### src/rtl/uart_pkg.sv
// Shared types and helpers for the UART receive path.
package uart_pkg;

  typedef enum logic [2:0] {
    IDLE,
    START,
    DATA,
    PARITY,
    STOP,
    WAIT_HIGH
  } uart_rx_state_t;

  localparam int UART_OVERSAMPLE_DEFAULT = 16;

  // Widest payload the parity helper accepts; narrower payloads are zero-extended.
  localparam int UART_MAX_DATA_BITS = 16;

  // Even parity of a zero-extended payload: 1 when the number of ones is odd.
  function automatic logic even_parity(input logic [UART_MAX_DATA_BITS-1:0] data);
    return ^data;
  endfunction

endpackage

### src/rtl/uart_rx_sampler.sv
// Input conditioning for the UART receiver: metastability synchronizer on
// rx_uart plus, when UART_RX_MAJORITY_VOTE_EN is defined, a 2-of-3 vote over
// the last three clk_enable ticks. rx_s is the synchronized line; rx_bit is the
// value the receiver uses at a decision point.
module uart_rx_sampler #(
  parameter int SYNC_STAGES = 2
) (
  input  logic clk,
  input  logic reset,
  input  logic clk_enable,
  input  logic rx_uart,
  output logic rx_s,
  output logic rx_bit
);

  logic [SYNC_STAGES-1:0] sync_q;
  logic [SYNC_STAGES-1:0] sync_d;

  // Shift the raw line into the synchronizer chain every clk.
  always_comb begin
    sync_d = {sync_q[SYNC_STAGES-2:0], rx_uart};
  end

  // Synchronizer flops reset to the idle-high line level.
  // NOTE: sequential state uses non-blocking assignments so every flop samples pre-edge values.
  always_ff @(posedge clk) begin
    if (reset) sync_q <= '1;
    else       sync_q <= sync_d;
  end

  assign rx_s = sync_q[SYNC_STAGES-1];

`ifdef UART_RX_MAJORITY_VOTE_EN
  // hist_q[0] holds rx_s from the previous tick (D-1), hist_q[1] from two ticks ago (D-2).
  logic [1:0] hist_q;
  logic [1:0] hist_d;

  // Advance the vote history on each oversample tick.
  // NOTE: every always_comb output gets a default first so no latch is inferred.
  always_comb begin
    hist_d = hist_q;
    if (clk_enable) hist_d = {hist_q[0], rx_s};
  end

  // Vote history register.
  always_ff @(posedge clk) begin
    if (reset) hist_q <= '1;
    else       hist_q <= hist_d;
  end

  assign rx_bit = (hist_q[1] & hist_q[0]) | (hist_q[1] & rx_s) | (hist_q[0] & rx_s);
`else
  logic unused_clk_enable;
  assign unused_clk_enable = clk_enable;
  assign rx_bit            = rx_s;
`endif

endmodule

### src/rtl/uart_rx_core.sv
// Oversampling UART receiver: turns the asynchronous rx_uart line into bytes
// with per-frame parity/framing error flags, timed by the OVERSAMPLE x baud
// clk_enable pulse. Optional build macro: UART_RX_MAJORITY_VOTE_EN selects a
// 2-of-3 vote around each decision point (see uart_rx_sampler).
module uart_rx_core
  import uart_pkg::*;
#(
  parameter int DATA_BITS   = 8,
  parameter int OVERSAMPLE  = UART_OVERSAMPLE_DEFAULT,
  parameter int SYNC_STAGES = 2
) (
  input  logic                 clk,
  input  logic                 reset,
  input  logic                 clk_enable,
  input  logic                 parity_en,
  input  logic                 rx_uart,
  output logic [DATA_BITS-1:0] rx_data,
  output logic                 rx_data_valid,
  output logic                 rx_data_error,
  output logic                 parity_error,
  output logic                 framing_error
);

  localparam int CNT_W = $clog2(OVERSAMPLE);
  localparam int IDX_W = (DATA_BITS > 1) ? $clog2(DATA_BITS) : 1;

  // Start bit is judged half a bit in; every later bit a full bit after the previous decision.
  localparam logic [CNT_W-1:0] START_POINT = CNT_W'(OVERSAMPLE / 2 - 1);
  localparam logic [CNT_W-1:0] BIT_POINT   = CNT_W'(OVERSAMPLE - 1);
  localparam logic [IDX_W-1:0] LAST_IDX    = IDX_W'(DATA_BITS - 1);

  logic rx_s;
  logic rx_bit;

  uart_rx_sampler #(
    .SYNC_STAGES(SYNC_STAGES)
  ) u_sampler (
    .clk       (clk),
    .reset     (reset),
    .clk_enable(clk_enable),
    .rx_uart   (rx_uart),
    .rx_s      (rx_s),
    .rx_bit    (rx_bit)
  );

  uart_rx_state_t         state_q, state_d;
  logic [CNT_W-1:0]       cnt_q, cnt_d;
  logic [IDX_W-1:0]       idx_q, idx_d;
  logic [DATA_BITS-1:0]   shreg_q, shreg_d;
  logic                   par_en_q, par_en_d;
  logic                   perr_frame_q, perr_frame_d;
  logic [DATA_BITS-1:0]   rx_data_q, rx_data_d;
  logic                   parity_error_q, parity_error_d;
  logic                   framing_error_q, framing_error_d;
  logic                   valid_q, valid_d;
  logic [UART_MAX_DATA_BITS-1:0] data_ext;

  // Frame FSM: next state, bit assembly and output loading, all advanced only on ticks.
  always_comb begin
    state_d         = state_q;
    cnt_d           = cnt_q;
    idx_d           = idx_q;
    shreg_d         = shreg_q;
    par_en_d        = par_en_q;
    perr_frame_d    = perr_frame_q;
    rx_data_d       = rx_data_q;
    parity_error_d  = parity_error_q;
    framing_error_d = framing_error_q;
    valid_d         = 1'b0;

    data_ext                 = '0;
    data_ext[DATA_BITS-1:0]  = shreg_q;

    if (clk_enable) begin
      cnt_d = cnt_q + 1'b1;
      unique case (state_q)
        IDLE: begin
          cnt_d = '0;
          if (!rx_s) state_d = START;
        end
        START: begin
          if (cnt_q == START_POINT) begin
            cnt_d = '0;
            if (rx_bit) begin
              state_d = IDLE;
            end else begin
              state_d      = DATA;
              par_en_d     = parity_en;
              idx_d        = '0;
              perr_frame_d = 1'b0;
            end
          end
        end
        DATA: begin
          if (cnt_q == BIT_POINT) begin
            cnt_d          = '0;
            shreg_d[idx_q] = rx_bit;
            if (idx_q == LAST_IDX) state_d = par_en_q ? PARITY : STOP;
            else                   idx_d   = idx_q + 1'b1;
          end
        end
        PARITY: begin
          if (cnt_q == BIT_POINT) begin
            cnt_d        = '0;
            perr_frame_d = even_parity(data_ext) ^ rx_bit;
            state_d      = STOP;
          end
        end
        STOP: begin
          if (cnt_q == BIT_POINT) begin
            cnt_d           = '0;
            rx_data_d       = shreg_q;
            parity_error_d  = perr_frame_q;
            framing_error_d = ~rx_bit;
            valid_d         = 1'b1;
            state_d         = rx_bit ? IDLE : WAIT_HIGH;
          end
        end
        WAIT_HIGH: begin
          cnt_d = '0;
          if (rx_s) state_d = IDLE;
        end
        default: begin
          cnt_d   = '0;
          state_d = IDLE;
        end
      endcase
    end
  end

  // State, counter, assembly and output registers; reset discards any partial frame.
  always_ff @(posedge clk) begin
    if (reset) begin
      state_q         <= IDLE;
      cnt_q           <= '0;
      idx_q           <= '0;
      shreg_q         <= '0;
      par_en_q        <= 1'b0;
      perr_frame_q    <= 1'b0;
      rx_data_q       <= '0;
      parity_error_q  <= 1'b0;
      framing_error_q <= 1'b0;
      valid_q         <= 1'b0;
    end else begin
      state_q         <= state_d;
      cnt_q           <= cnt_d;
      idx_q           <= idx_d;
      shreg_q         <= shreg_d;
      par_en_q        <= par_en_d;
      perr_frame_q    <= perr_frame_d;
      rx_data_q       <= rx_data_d;
      parity_error_q  <= parity_error_d;
      framing_error_q <= framing_error_d;
      valid_q         <= valid_d;
    end
  end

  assign rx_data       = rx_data_q;
  assign rx_data_valid = valid_q;
  assign parity_error  = parity_error_q;
  assign framing_error = framing_error_q;
  assign rx_data_error = parity_error_q | framing_error_q;

endmodule

### config.mk
export PLATFORM = sky130hd
export DESIGN_NAME = uart_rx_core
export DESIGN_NICKNAME = d
export VERILOG_FILES = /design/src/rtl/uart_pkg.sv /design/src/rtl/uart_rx_sampler.sv /design/src/rtl/uart_rx_core.sv
export SDC_FILE = /design/constraint.sdc
export NUM_CORES = 1
export LEC_CHECK = 0
export ABC_AREA = 1
export CAP_MARGIN = 30
export CORE_ASPECT_RATIO = 0.8
export CORE_MARGIN = 3
export CORE_UTILIZATION = 40
export CTS_CLUSTER_SIZE = 10
export DETAILED_ROUTE_END_ITERATION = 10
export MAX_ROUTING_LAYER = met4
export PLACE_DENSITY_LB_ADDON = 0.2
export SLEW_MARGIN = 15
export SYNTH_ARGS = -nofsm -noshare
export SYNTH_HDL_FRONTEND = slang
export SYNTH_SLANG_ARGS = --single-unit
### constraint.sdc
create_clock -name clk -period 2 [get_ports clk]
set_clock_uncertainty 0.2 [all_clocks]
set_input_delay 0.2 -clock clk [delete_from_list [all_inputs] [get_ports clk]]
set_output_delay 0.2 -clock clk [all_outputs]
set_load 0.02 [all_outputs]
==> flow_summary.toml, run 1 <==
[run_status]
outcome = "finished, final reports clean"

[logic_synthesis]
synthesis.nets = 251
ys_types = 20
syn_avg_cell_area_um2 = 6.67
syn_inst = 243
ys_seq_elements = 33
yosysWarnings = 0
synth-seq-area-share_pct = 40.8
synthesis.area_um2 = 1620

[timing]
min_period_over_period_pct = 91.3
tightest_slew_ns = 0.295
rsz0062_at_grt = "no"
hold_viol = 0
setup_viol = 0
max_freq_mhz = 548
fin_tns_setup_ns = 0
hold-worst-slack_ns = 0.210
maxSlewViolCount = 0
min_period_ns = 1.83
slew_headroom_pct = 80.2

[grt]
antenna_found_initial = 0
grt_overflow_total = 0
grt_pass1_wl_um = 6020
grt_max_degree = 24
track_usage_pct = 15.4
grt_pass1_vias = 1367

[pwr]
peakVddDrop_uv = 437
power.density_nw_per_um2 = 625
leakage_nw = 0.822

[setup_path]
critPathKind = "reg2out"
startpoint_type = "flip-flop"
cp_max_fo = 3
cp.arrival_ns = 1.43
crit_required_ns = 1.60
reg2reg_from = "cnt_q[0]"
startpoint = "framing_error"
endpoint_kind = "primary output"

[die]
num_rows = 20
die_y_um = 62.9
ios = 17
floorplan.die_area_um2 = 4850
die_w_um = 77.2
start_util_pct = 42.0
design.core.area_um2 = 3850

[finish]
postLayoutCoreUtil_pct = 51.5
final_area_um2 = 1980
instances_no_fill = 322
nNetsFinal = 276
syn2layout_area_growth_pct = 22.5
n_antenna_cell = 0
drive_gt1_share_pct = 10.9
fillers = 392
regArea_um2 = 661
multiInputGateArea_um2 = 862

[placed_design]
placed_cell_area_um2 = 1890
gp_congestion = 0.805
dp_cells = 316
hpwl_um = 2510
port_buffers = 16

[routing]
viasPerCell = 4.61
wl_per_cell_um = 10.6
num_vias = 1483
drt_wl_total_um = 3420
drc = 0
drtAntennaViolNets = 0
dr.pass1.iters = 4
drtIter0Drc = 95

[clock_tree]
numCtsBuffers = 5
htree_levels = 2
cts.path.max_buffers = 2
insertion_delay_ns = 0.27
cts_sinks = 33
cts_root_buf = "clkbuf_8"
cts_tree = "built"
clk_pin_slew_worst_paths_ns = 0.07
cts_hold_buf = 0
ctsResizeCount = 0
post_cts_buffers = 0

[hold_path]
holdCritStartpoint = "u_sampler.sync_q[0]"
hold_class = "reg2reg"

[flow_run]
maxCapViolCount = 0
## cells in the final DEF, fill, tap and decap left out
master           count
nand2_1             73
dfxtp_1             33
a21oi_1             27
o21ai_0             24
inv_1               20
nor2_1              20
clkdlybuf4s50_1     16
nand3_1             14
buf_4                6
inv_2                5
clkbuf_8             5
nor3_1               4
or2_2                3
ha_1                 3
nor2_2               2
nand3_2              2
o21ai_1              2
or2_1                1
a21oi_4              1
nor3_4               1
xor2_1               1
nor3_2               1
nor2_4               1
clkinv_2             1
buf_12               1
## layout make-up
class / instances / share of cell area, %
well taps: 55 / 3.47
clock inverters: 1 / 0.252
clock buffers: 5 / 3.47
repair buffers: 23 / 11.3
flip-flops and latches: 33 / 33.3
inverters: 25 / 4.73
multi-input cells: 180 / 43.4
## cell usage after synthesis
master    number  area [um2]
a21oi_1       27         135
a21oi_2        1        8.76
buf_4          1        7.51
clkbuf_1       4        15.0
dfxtp_1       33         661
ha_1           3        37.5
inv_1         20        75.1
inv_2          5        18.8
nand2_1       73         274
nand3_1       14        70.1
nand3_2        2        20.0
nor2_1        20        75.1
nor2_2         3        18.8
nor3_1         4        20.0
nor3_2         2        20.0
o21ai_0       24         120
o21ai_1        2        10.0
or2_1          1        6.26
or2_2          3        18.8
xor2_1         1        8.76
## worst max-delay path: stages (launching register included)
cell and delay [ns]:
dfxtp_1 0.33, or2_2 0.29, clkdlybuf4s50_1 0.54
## worst paths after layout
path                               to  slack, ns  depth (start not counted)
setup / recovery        rx_data_error       0.17                          2
hold reg to reg   u_sampler.sync_q[1]       0.21                          1
hold / removal    u_sampler.sync_q[1]       0.21                          1
setup reg to reg           rx_data[1]       0.19                          8
## cells by family (layout without fill, tap and decap cells)
family / after synthesis / in the layout / share of synthesized area [%]
flops: 33 / 33 / 40.8
fa+ha+maj: 3 / 3 / 2.32
simple gates: 122 / 122 / 32.3
buf+inv: 30 / 54 / 7.18
xor+xnor: 1 / 1 / 0.541
compound gates: 54 / 54 / 16.9
## stage by stage
step | total power, mW | setup slack [ns]
finish | 1.24 | 0.174
floorplan | 0.767 | 0.379
global placement | 0.802 | 0.169
detailed placement | 0.802 | 0.172
CTS | 1.25 | 0.164
global route | 1.30 | 0.0222
## power breakdown
group	internal (mW)	switching [mW]	total (mW)	leakage, nW
clock network	0.229	0.217	0.446	0.0399
logic	0.0418	0.0730	0.115	0.516
registers	0.667	0.0116	0.679	0.266
total	0.938	0.302	1.24	0.822
## sequential cells by signal, indices dropped and copies added (netlist names)
name	count
rx_data	8
shreg_q	8
cnt_q	4
idx_q	3
state_q	3
u_sampler.sync_q	2
framing_error	1
par_en_q	1
parity_error	1
perr_frame_q	1
rx_data_valid	1
## layer usage
| metal | vias up | routed length (um) | GRT usage (%) | part of all wire (%) |
|---|---|---|---|---|
| li1 | 830 | - | - | - |
| met1 | 611 | 1970 | 22.2 | 58 |
| met3 | 5 | 166 | 4.61 | 4.9 |
| met5 | - | 0 | - | 0 |
| met2 | 37 | 1230 | 21.1 | 36 |
| met4 | 0 | 48 | 3.33 | 1.4 |
(Power assumes the default switching activity.)
==> run 2: changes to the inputs <==
==> constraint.sdc (replaced) <==
create_clock -name clk -period 1.5 [get_ports clk]
set_clock_uncertainty 0.2 [all_clocks]
set_input_delay 0.15 -clock clk [delete_from_list [all_inputs] [get_ports clk]]
set_output_delay 0.15 -clock clk [all_outputs]
set_load 0.02 [all_outputs]
==> flow_summary.toml, run 2 (same netlist as run 1, synthesis figures left out) <==
[grt]
grt_max_degree = 24
track_usage_pct = 18.5
antenna_found_initial = 0
grt_overflow_total = 0
grt_pass1_wl_um = 6840
grt_pass1_vias = 1576

[routing]
wl_per_cell_um = 11.7
drt_wl_total_um = 4060
drtIter0Drc = 96
drc = 0
drtAntennaViolNets = 0
num_vias = 1671
dr.pass1.iters = 4
viasPerCell = 4.80

[die]
die_w_um = 77.2
floorplan.die_area_um2 = 4850
ios = 17
design.core.area_um2 = 3850
die_y_um = 62.9
start_util_pct = 42.0
num_rows = 20

[pwr]
p_comb_share_pct = 13.5
p_clk_share_pct = 36.2
internal-power_mw = 1.31
p_sw_share_pct = 26.9
peakVddDrop_uv = 585
power_switching_mw = 0.483
power.density_nw_per_um2 = 734
seq_power_share_pct = 50.3
leakage_nw = 1.08

[timing]
min_period_ns = 1.70
maxSlewViolCount = 0
min_period_over_period_pct = 113
rsz0062_at_grt = "yes"
hold_viol = 0
max_freq_mhz = 590
tightest_slew_ns = 0.330
setup_viol = 28
slew_headroom_pct = 77.7
fin_tns_setup_ns = -2.74
timing.final.ws_setup_ns = -0.195

[clock_tree]
htree_levels = 2
numCtsBuffers = 5
insertion_delay_ns = 0.29
cts.path.max_buffers = 2
cts_tree = "built"
cts_root_buf = "clkbuf_8"
clk_pin_slew_worst_paths_ns = 0.07
cts_hold_buf = 0
cts_sinks = 33

[placed_design]
hpwl_um = 2750
port_buffers = 16
gp_congestion = 0.801
pre_cts_ws_ns = -0.236

[setup_path]
r2r-end = "shreg_q[5]"
reg2reg_from = "cnt_q[1]"
endpoint_kind = "flip-flop"
cp.arrival_ns = 1.68
crit_required_ns = 1.48
critPathKind = "reg2reg"
endpoint = "shreg_q[5]"
r2r_slack_ns = -0.20
startpoint_type = "flip-flop"
rr_worst_depth = 9
startpoint = "cnt_q[1]"
cp_max_fo = 4

[finish]
final_cell_mix = "nand2_1 (63), dfxtp_1 (27), buf_4 (26)"
n_antenna_cell = 0
fillers = 354
layout_commonest_cell = "nand2_1"
nNetsFinal = 300
syn2layout_area_growth_pct = 51.0
multiInputGateArea_um2 = 1100
regArea_um2 = 671
drive_gt1_share_pct = 35.2

[run_status]
violations = "negative setup slack"
outcome = "finished with violations"

[hold_path]
hold_class = "reg2reg"

[flow_run]
maxCapViolCount = 0
-- run 2: cell types whose count changed in the layout (fill, tap and decap cells not counted), sizes merged --
cell / before / now
clkinv: 1 / 2
clkdlybuf4s50: 16 / 4
buf: 7 / 31
dlygate4sd2: 0 / 11
clkbuf: 5 / 7
-- run 2: how the worst min path moves through the flow --
stage,start,end,slack [ns],cells past startpoint
after floorplan,rx_uart,u_sampler.sync_q[0],0.05,1
after global placement,u_sampler.sync_q[0],u_sampler.sync_q[1],0.19,1
after detailed placement,u_sampler.sync_q[0],u_sampler.sync_q[1],0.20,1
after CTS,u_sampler.sync_q[0],u_sampler.sync_q[1],0.22,1
after global routing,rx_uart,u_sampler.sync_q[0],0.23,2
final,u_sampler.sync_q[0],u_sampler.sync_q[1],0.21,1
-- run 2: timing repair --
action	in CTS	in global routing
setup buffers	0	2
gates cloned	0	1
pin swaps	17	15
endpoints found under the setup margin	40	28
endpoints found under the hold margin	0	0
resized for setup	49	35
-- run 2: power groups by stage --
stage	logic [mW]	registers [mW]	clock network (mW)
finish	0.243	0.902	0.650
detailed placement	0.194	0.921	0
global route	0.267	0.903	0.720
floorplan	0.108	0.923	0
global placement	0.193	0.921	0
CTS	0.234	0.902	0.668
-- run 2: routing by layer --
layer	vias up	share of wire, %	GRT usage (%)
li1	889	-	-
met4	0	1.5	9.11
met5	-	0	-
met2	18	44	26.7
met1	759	52	24.4
met3	5	2.8	4.03
-- run 2: cell type report --
type	instances	share of cell area (%)
timing repair buffer	47	17.7
tap	55	2.81
clock buffer	6	2.97
clock inverter	2	0.409
sequential	33	27.4
multi-input combinational	180	44.9
inverter	25	3.84
-- run 2: metrics by stage --
| step | cells | utilization (%) | instance area, um2 | power, mW | hold slack [ns] |
|---|---|---|---|---|---|
| 3_3_place_gp | 337 | 55.2 | 2130 | 1.11 | 0.191 |
| 4_1_cts | 345 | 59.6 | 2300 | 1.80 | 0.216 |
| 5_1_grt | 348 | 63.5 | 2450 | 1.89 | 0.228 |
| 6_report | 348 | 63.5 | 2450 | 1.80 | 0.212 |
| 3_5_place_dp | 337 | 55.2 | 2130 | 1.12 | 0.198 |
| 2_1_floorplan | 243 | - | 1690 | 1.03 | 0.0538 |
-- run 2: critical path, stage by stage, from the launching register on --
cell and delay (ns):
dfxtp_2 0.35, ha_4 0.15, nand2_4 0.06, nor2_4 0.10
nand2_4 0.09, nor3_4 0.27, buf_4 0.16, nand2_4 0.05
o21ai_2 0.12, a21oi_1 0.04
==> run 3: changes to the inputs <==
--- a/config.mk
+++ b/config.mk
@@ -14,7 +14,6 @@
 export DETAILED_ROUTE_END_ITERATION = 10
 export MAX_ROUTING_LAYER = met4
 export PLACE_DENSITY_LB_ADDON = 0.2
-export SLEW_MARGIN = 15
 export SYNTH_ARGS = -nofsm -noshare
 export SYNTH_HDL_FRONTEND = slang
 export SYNTH_SLANG_ARGS = --single-unit
==> results of run 3 <==
No change in the layout: final DEF, timing and power equal those of run 2.
